[src/rtl/pcf8591_pkg.sv]
// Shared encodings for the PCF8591 transaction scheduler: byte-engine opcodes,
// FSM states and the default device address / control byte.
package pcf8591_pkg;

    localparam logic [6:0] DEV_ADDR_DEFAULT  = 7'h48;
    localparam logic [7:0] CTRL_BASE_DEFAULT = 8'h40;

    typedef enum logic [1:0] {
        OP_START = 2'd0,
        OP_WRITE = 2'd1,
        OP_READ  = 2'd2,
        OP_STOP  = 2'd3
    } cmd_op_e;

    typedef enum logic [3:0] {
        S_IDLE,
        S_START,
        S_WADDR,
        S_WCTRL,
        S_WDATA,
        S_RSTART,
        S_RADDR,
        S_READ_ACK,
        S_READ_NACK,
        S_STOP,
        S_DONE
    } state_e;

    // DAC and ADC share the START/address/control prefix and diverge after the control byte.
    function automatic state_e next_step(input state_e s, input logic is_adc);
        case (s)
            S_START:     return S_WADDR;
            S_WADDR:     return S_WCTRL;
            S_WCTRL:     return is_adc ? S_RSTART : S_WDATA;
            S_WDATA:     return S_STOP;
            S_RSTART:    return S_RADDR;
            S_RADDR:     return S_READ_ACK;
            S_READ_ACK:  return S_READ_NACK;
            S_READ_NACK: return S_STOP;
            S_STOP:      return S_DONE;
            default:     return S_IDLE;
        endcase
    endfunction

endpackage

[src/rtl/pcf8591_txn_scheduler.sv]
// Round-robin scheduler turning DAC-update / ADC-sample requests into byte commands
// for an external i2c_byte_engine; one command outstanding at a time.
module pcf8591_txn_scheduler
    import pcf8591_pkg::*;
#(
    parameter logic [6:0] DEV_ADDR  = DEV_ADDR_DEFAULT,
    parameter logic [7:0] CTRL_BASE = CTRL_BASE_DEFAULT
) (
    input  logic       clk,
    input  logic       rst_n,
    input  logic       dac_req,
    input  logic [7:0] dac_value,
    input  logic       adc_req,
    input  logic [1:0] adc_ch,
    output logic       dac_done,
    output logic       adc_valid,
    output logic [7:0] adc_data,
    output logic [1:0] adc_ch_out,
    output logic       err,
    output logic       busy,
    output logic       cmd_valid,
    input  logic       cmd_ready,
    output logic [1:0] cmd_op,
    output logic [7:0] cmd_wdata,
    output logic       cmd_mack,
    input  logic       rsp_valid,
    input  logic [7:0] rsp_rdata,
    input  logic       rsp_nack
);

    state_e     state, state_n;
    logic       waiting, waiting_n;
    logic       abort, abort_n;
    logic       is_adc;
    logic       last_adc;
    logic       dac_pend, adc_pend;
    logic [7:0] dac_val_r;
    logic [1:0] adc_ch_r;
    logic [7:0] txn_byte;
    logic [1:0] txn_ch;
    logic [7:0] result_r;
    logic       grant_dac, grant_adc;
    logic       is_write;
    logic       take_result;
    logic       commit_adc;

    always_ff @(posedge clk) begin
        if (!rst_n) begin
            state      <= S_IDLE;
            waiting    <= 1'b0;
            abort      <= 1'b0;
            is_adc     <= 1'b0;
            last_adc   <= 1'b1;
            dac_pend   <= 1'b0;
            adc_pend   <= 1'b0;
            dac_val_r  <= '0;
            adc_ch_r   <= '0;
            txn_byte   <= '0;
            txn_ch     <= '0;
            result_r   <= '0;
            adc_data   <= '0;
            adc_ch_out <= '0;
        end else begin
            state   <= state_n;
            waiting <= waiting_n;
            abort   <= abort_n;
            // A request arriving on the grant cycle re-arms the flag being cleared.
            dac_pend <= dac_req | (dac_pend & ~grant_dac);
            adc_pend <= adc_req | (adc_pend & ~grant_adc);
            if (dac_req) dac_val_r <= dac_value;
            if (adc_req) adc_ch_r  <= adc_ch;
            // Snapshot the payload at grant so later requests cannot disturb cmd_* mid-flight.
            if (grant_dac || grant_adc) begin
                is_adc   <= grant_adc;
                last_adc <= grant_adc;
                txn_byte <= grant_adc ? (CTRL_BASE | {6'b0, adc_ch_r}) : dac_val_r;
                txn_ch   <= adc_ch_r;
            end
            if (take_result) result_r <= rsp_rdata;
            if (commit_adc) begin
                adc_data   <= result_r;
                adc_ch_out <= txn_ch;
            end
        end
    end

    always_comb begin
        state_n     = state;
        waiting_n   = waiting;
        abort_n     = abort;
        grant_dac   = 1'b0;
        grant_adc   = 1'b0;
        take_result = 1'b0;
        commit_adc  = 1'b0;
        cmd_valid   = 1'b0;
        cmd_op      = OP_START;
        cmd_wdata   = '0;
        cmd_mack    = 1'b0;
        dac_done    = 1'b0;
        adc_valid   = 1'b0;
        err         = 1'b0;
        busy        = (state != S_IDLE);
        is_write    = (state == S_WADDR) || (state == S_WCTRL) ||
                      (state == S_WDATA) || (state == S_RADDR);

        case (state)
            S_IDLE: begin
                if (dac_pend && (!adc_pend || last_adc)) grant_dac = 1'b1;
                else if (adc_pend)                       grant_adc = 1'b1;
                if (grant_dac || grant_adc) begin
                    state_n   = S_START;
                    waiting_n = 1'b0;
                    abort_n   = 1'b0;
                end
            end
            S_DONE: begin
                dac_done = !is_adc;
                adc_valid = is_adc;
                err       = abort;
                state_n   = S_IDLE;
            end
            default: begin
                if (!waiting) begin
                    cmd_valid = 1'b1;
                    case (state)
                        S_WADDR:     begin cmd_op = OP_WRITE; cmd_wdata = {DEV_ADDR, 1'b0}; end
                        S_WCTRL:     begin cmd_op = OP_WRITE; cmd_wdata = is_adc ? txn_byte : CTRL_BASE; end
                        S_WDATA:     begin cmd_op = OP_WRITE; cmd_wdata = txn_byte; end
                        S_RADDR:     begin cmd_op = OP_WRITE; cmd_wdata = {DEV_ADDR, 1'b1}; end
                        S_READ_ACK:  begin cmd_op = OP_READ;  cmd_mack  = 1'b1; end
                        S_READ_NACK: begin cmd_op = OP_READ;  cmd_mack  = 1'b0; end
                        S_STOP:      cmd_op = OP_STOP;
                        default:     cmd_op = OP_START;
                    endcase
                    if (cmd_ready) waiting_n = 1'b1;
                end else if (rsp_valid) begin
                    waiting_n = 1'b0;
                    if (state == S_STOP) begin
                        state_n    = S_DONE;
                        commit_adc = is_adc && !abort;
                    end else if (is_write && rsp_nack) begin
                        abort_n = 1'b1;
                        state_n = S_STOP;
                    end else begin
                        state_n = next_step(state, is_adc);
                    end
                    // Only the second, NACKed read carries the fresh conversion.
                    take_result = (state == S_READ_NACK);
                end
            end
        endcase
    end

endmodule

[config.mk]
export PLATFORM = sky130hd
export DESIGN_NAME = pcf8591_txn_scheduler
export DESIGN_NICKNAME = d
export VERILOG_FILES = /design/src/rtl/pcf8591_pkg.sv /design/src/rtl/pcf8591_txn_scheduler.sv
export SDC_FILE = /design/constraint.sdc
export NUM_CORES = 1
export LEC_CHECK = 0
export CAP_MARGIN = 20
export CORE_ASPECT_RATIO = 2
export CORE_UTILIZATION = 26
export CTS_CLUSTER_SIZE = 8
export DETAILED_ROUTE_END_ITERATION = 16
export SYNTH_ARGS = -nofsm -noshare
export SYNTH_HDL_FRONTEND = slang
export SYNTH_SLANG_ARGS = --single-unit
export TNS_END_PERCENT = 100
[constraint.sdc]
create_clock -name clk -period 2.1 [get_ports clk]
set_input_delay 0.525 -clock clk [delete_from_list [all_inputs] [get_ports clk]]
set_output_delay 0.525 -clock clk [all_outputs]
set_load 0.005 [all_outputs]
==> metrics.log, run 1 <==
[metrics] average vias per placed instance: 4.75
[metrics] startpoint-to-endpoint class of the critical path: reg -> out
[metrics] wire per inst: ~14 µm
[metrics] wire length of the first global-routing pass: roughly 9.6 mm
[metrics] Die Ht: ~130 µm
[metrics] antenna violations before repair: 0
[metrics] per-instance average area after synthesis: 8.74 µm²
[metrics] number of warnings printed during yosys synthesis: 0
[metrics] Die ar.: about 8700 µm²
[metrics] final wirelength: 5.80 mm
[metrics] failing checks: setup timing
[metrics] flip-flop cell with the highest count after synthesis: dfxtp_1
[metrics] weighted congestion at the end of routability-driven global placement: ~0.9
[metrics] Post-synth EDFFs: 0
[metrics] count of cell types in the netlist: 44
[metrics] worst rel slew slack: 61.1%
[metrics] Final Skew: between 4 and 5 ps
[metrics] Die X: between 60 and 70 µm
[metrics] row cnt: 46
[metrics] pin count of the biggest net entering global routing: 40
[metrics] number of diodes: 0
[metrics] area delta synth->final: 47.2%
[metrics] share of synthesized flip-flops with an asynchronous set or reset: 0%
[metrics] arrival time worst endpoint: approximately 1800 ps
[metrics] gate count after technology mapping: ~250
[metrics] post-route setup TNS: -1000 ps
[metrics] effective utilization at floorplan: between 20% and 30%
[metrics] max-cap viol count: 0
[metrics] slew at the pin closest to its max-slew limit: just under 600 ps
[metrics] top-area cell type share of the netlist area: 44.3%
[metrics] required time of the critical path: about 1600 ps
[metrics] maximum clock rate: 0.429 GHz
[metrics] count of routing violations after the opening detailed-route iteration: around 70
[metrics] total nets after synthesis: roughly 270
[metrics] clock tree buffer depth: 2
[metrics] via total after detailed routing: around 2000
[metrics] time the worst path needs with I/O delays and setup: 2330 ps
[metrics] post-synthesis sequential area ratio: about 44%
[metrics] count of buffers inserted at the top-level ports: 50
[metrics] number of levels in the clock H-tree: 2
[metrics] I/O pins: 51
[metrics] power density relative to cell area: 713 nW/µm²
[metrics] worst IR drop on VDD: 0.515 mV
[metrics] filler instances: between 800 and 900
[metrics] overflow left after global routing: 0
[metrics] vias in the first global route: between 2000 and 2500
[metrics] post-route worst setup slack: -230 ps
[metrics] number of non-filler instances in the completed layout: 411
[metrics] area of the core: roughly 8000 µm²
[metrics] hold buffer count at cts: 0
[metrics] number of endpoints failing setup at the final stage: 7
[metrics] cts bufs inserted: 5
[metrics] post-synthesis cell type with the largest combined area: dfxtp_1
[metrics] detailed-routing iteration count for the pre-antenna-repair pass: 4
[metrics] share of cells above drive strength 1: 20.3%
[metrics] clock tree from TritonCTS: yes
[metrics] type of element capturing the critical path: primary output
[metrics] Leakage: 1.36 nW
[metrics] buffer type at the clock tree root: clkbuf_16
[metrics] latest clock arrival within the worst-skew pair: 290 ps
[metrics] worst-case setup slack after placement: -112 ps
[metrics] CP Max Fanout: 7
[metrics] half-perimeter wire length after placement: around 4.5 mm
[metrics] Hold Path Class: reg -> reg
[metrics] crit path launch type: flop
[metrics] total clock sinks: 48
[metrics] total standard cell area after synthesis: around 2200 µm²
[metrics] part of the cycle the worst path needs: 111%
[metrics] fin nets: around 340
[metrics] setup repair after global routing missed its margin: yes
[metrics] placed cell count: 400
[metrics] Overall Global Routing Usage: between 10% and 20%
[metrics] outcome: finished with violations
[metrics] count of pins over their slew limit: 0
[metrics] synthesis-stage register bit count: 48
[metrics] power consumption: roughly 0.0023 W
[metrics] # DRC: 0
[metrics] core utilization of the finished layout: 39.9%
[metrics] Routed Antenna Nets: 0
[metrics] cell types with the largest area share after synthesis: dfxtp_1 44%, mux2i_1 14%, nor2_1 9.4%
[metrics] Worst-path clk slew: about 70 ps
[metrics] Final Hold Violating Endpoints: 0
-- state kept, by name, indices dropped and copies added (netlist names), 2 cells and up --
signal	count
adc_data	8
adc_ch_r	2
state	4
txn_ch	2
result_r	8
dac_val_r	8
adc_ch_out	2
txn_byte	8
-- cell usage after synthesis (all sizes together), types with 3 or more instances --
cell type,number
a22oi,9
inv,5
clkbuf,13
and3,3
o21ai,5
buf,8
dfxtp,48
a21o,3
a21oi,13
nor2,54
mux2i,31
nor2b,5
and2,4
nand2b,3
nand2,12
-- layer usage --
metal,vias to the layer above,part of all wire [%],global-route usage [%]
met5,-,0,0
met4,0,4.2,8.75
met3,19,3.4,2.26
met2,51,57,26.8
met1,899,36,14.1
li1,982,-,-
-- worst max-delay path, stage by stage, from the launching register on --
cell and delay, ps:
dfxtp_2 350, nand4b_1 220, o21ai_1 120, nor2b_4 190, and2_4 150, clkdlybuf4s50_1 490
-- power by group --
part / switching (W) / internal, W
clock: 0.000348 / 0.000596
combinational: 0.000176 / 0.000178
sequential: 0.0000318 / 0.000945
-- cells by family (layout without fill, tap and decap cells) --
group | Yosys count | count (layout) | synth area share (%)
xor+xnor | 1 | 1 | 0.404
compound gates | 46 | 46 | 14.4
simple gates | 95 | 95 | 20.7
flops | 48 | 48 | 44.3
buf+inv | 27 | 94 | 5.89
mux | 31 | 31 | 14.3
-- what timing repair did --
action                     in CTS  in global routing
pin swaps                       1                  4
setup buffers                   2                  1
cloned                          0                  0
resized for setup              41                 12
setup endpoints to repair      16                 13
-- cells in the final DEF, fill, tap and decap left out, types with 3 or more instances in the layout --
master           instances
nor2_2                   3
dlygate4sd2_1            5
a21o_1                   3
nand2_1                 12
nor2b_4                  3
clkdlybuf4s50_1         38
nor2_1                  51
clkbuf_16                5
inv_1                    5
and3_1                   3
mux2i_1                 31
and2_1                   3
buf_4                   26
o21ai_0                  4
a22oi_1                  9
nand2b_1                 3
a21oi_1                 13
dfxtp_1                 44
-- metrics by stage --
stage,area (µm²),hold slack (ps)
global placement,2920,465
CTS,3170,475
detailed placement,2920,465
global route,3190,490
finish,3190,471
floorplan,2170,445
-- layout make-up --
| type | count | area (µm²) | area share, % |
|---|---|---|---|
| flip-flops and latches | 48 | 971 | 30.4 |
| clock inverters | 2 | 38.8 | 1.22 |
| multi-input cells | 173 | 1160 | 36.4 |
| clock buffers | 6 | 139 | 4.35 |
| repair buffers | 80 | 739 | 23.2 |
| inverters | 6 | 22.5 | 0.706 |
| well taps | 96 | 120 | 3.76 |
-- worst paths after layout --
path / from / to / slack (ps) / depth (start not counted)
max: state[2] / cmd_wdata[3] / -230 / 5
min: txn_byte[6] / txn_byte[6] / 470 / 2
max reg2reg: state[1] / result_r[6] / 150 / 7
min reg2reg: txn_byte[6] / txn_byte[6] / 470 / 2
(Power assumes the default switching activity.)
==> inputs of run 2 (changes only) <==
--- a/config.mk
+++ b/config.mk
@@ -8,6 +8,7 @@
 export CAP_MARGIN = 20
 export CORE_ASPECT_RATIO = 2
 export CORE_UTILIZATION = 26
+export CTS_CLUSTER_DIAMETER = 40
 export CTS_CLUSTER_SIZE = 8
 export DETAILED_ROUTE_END_ITERATION = 16
 export SYNTH_ARGS = -nofsm -noshare
==> results of run 2 <==
Final layout, timing and power as in run 1 (identical DEF).
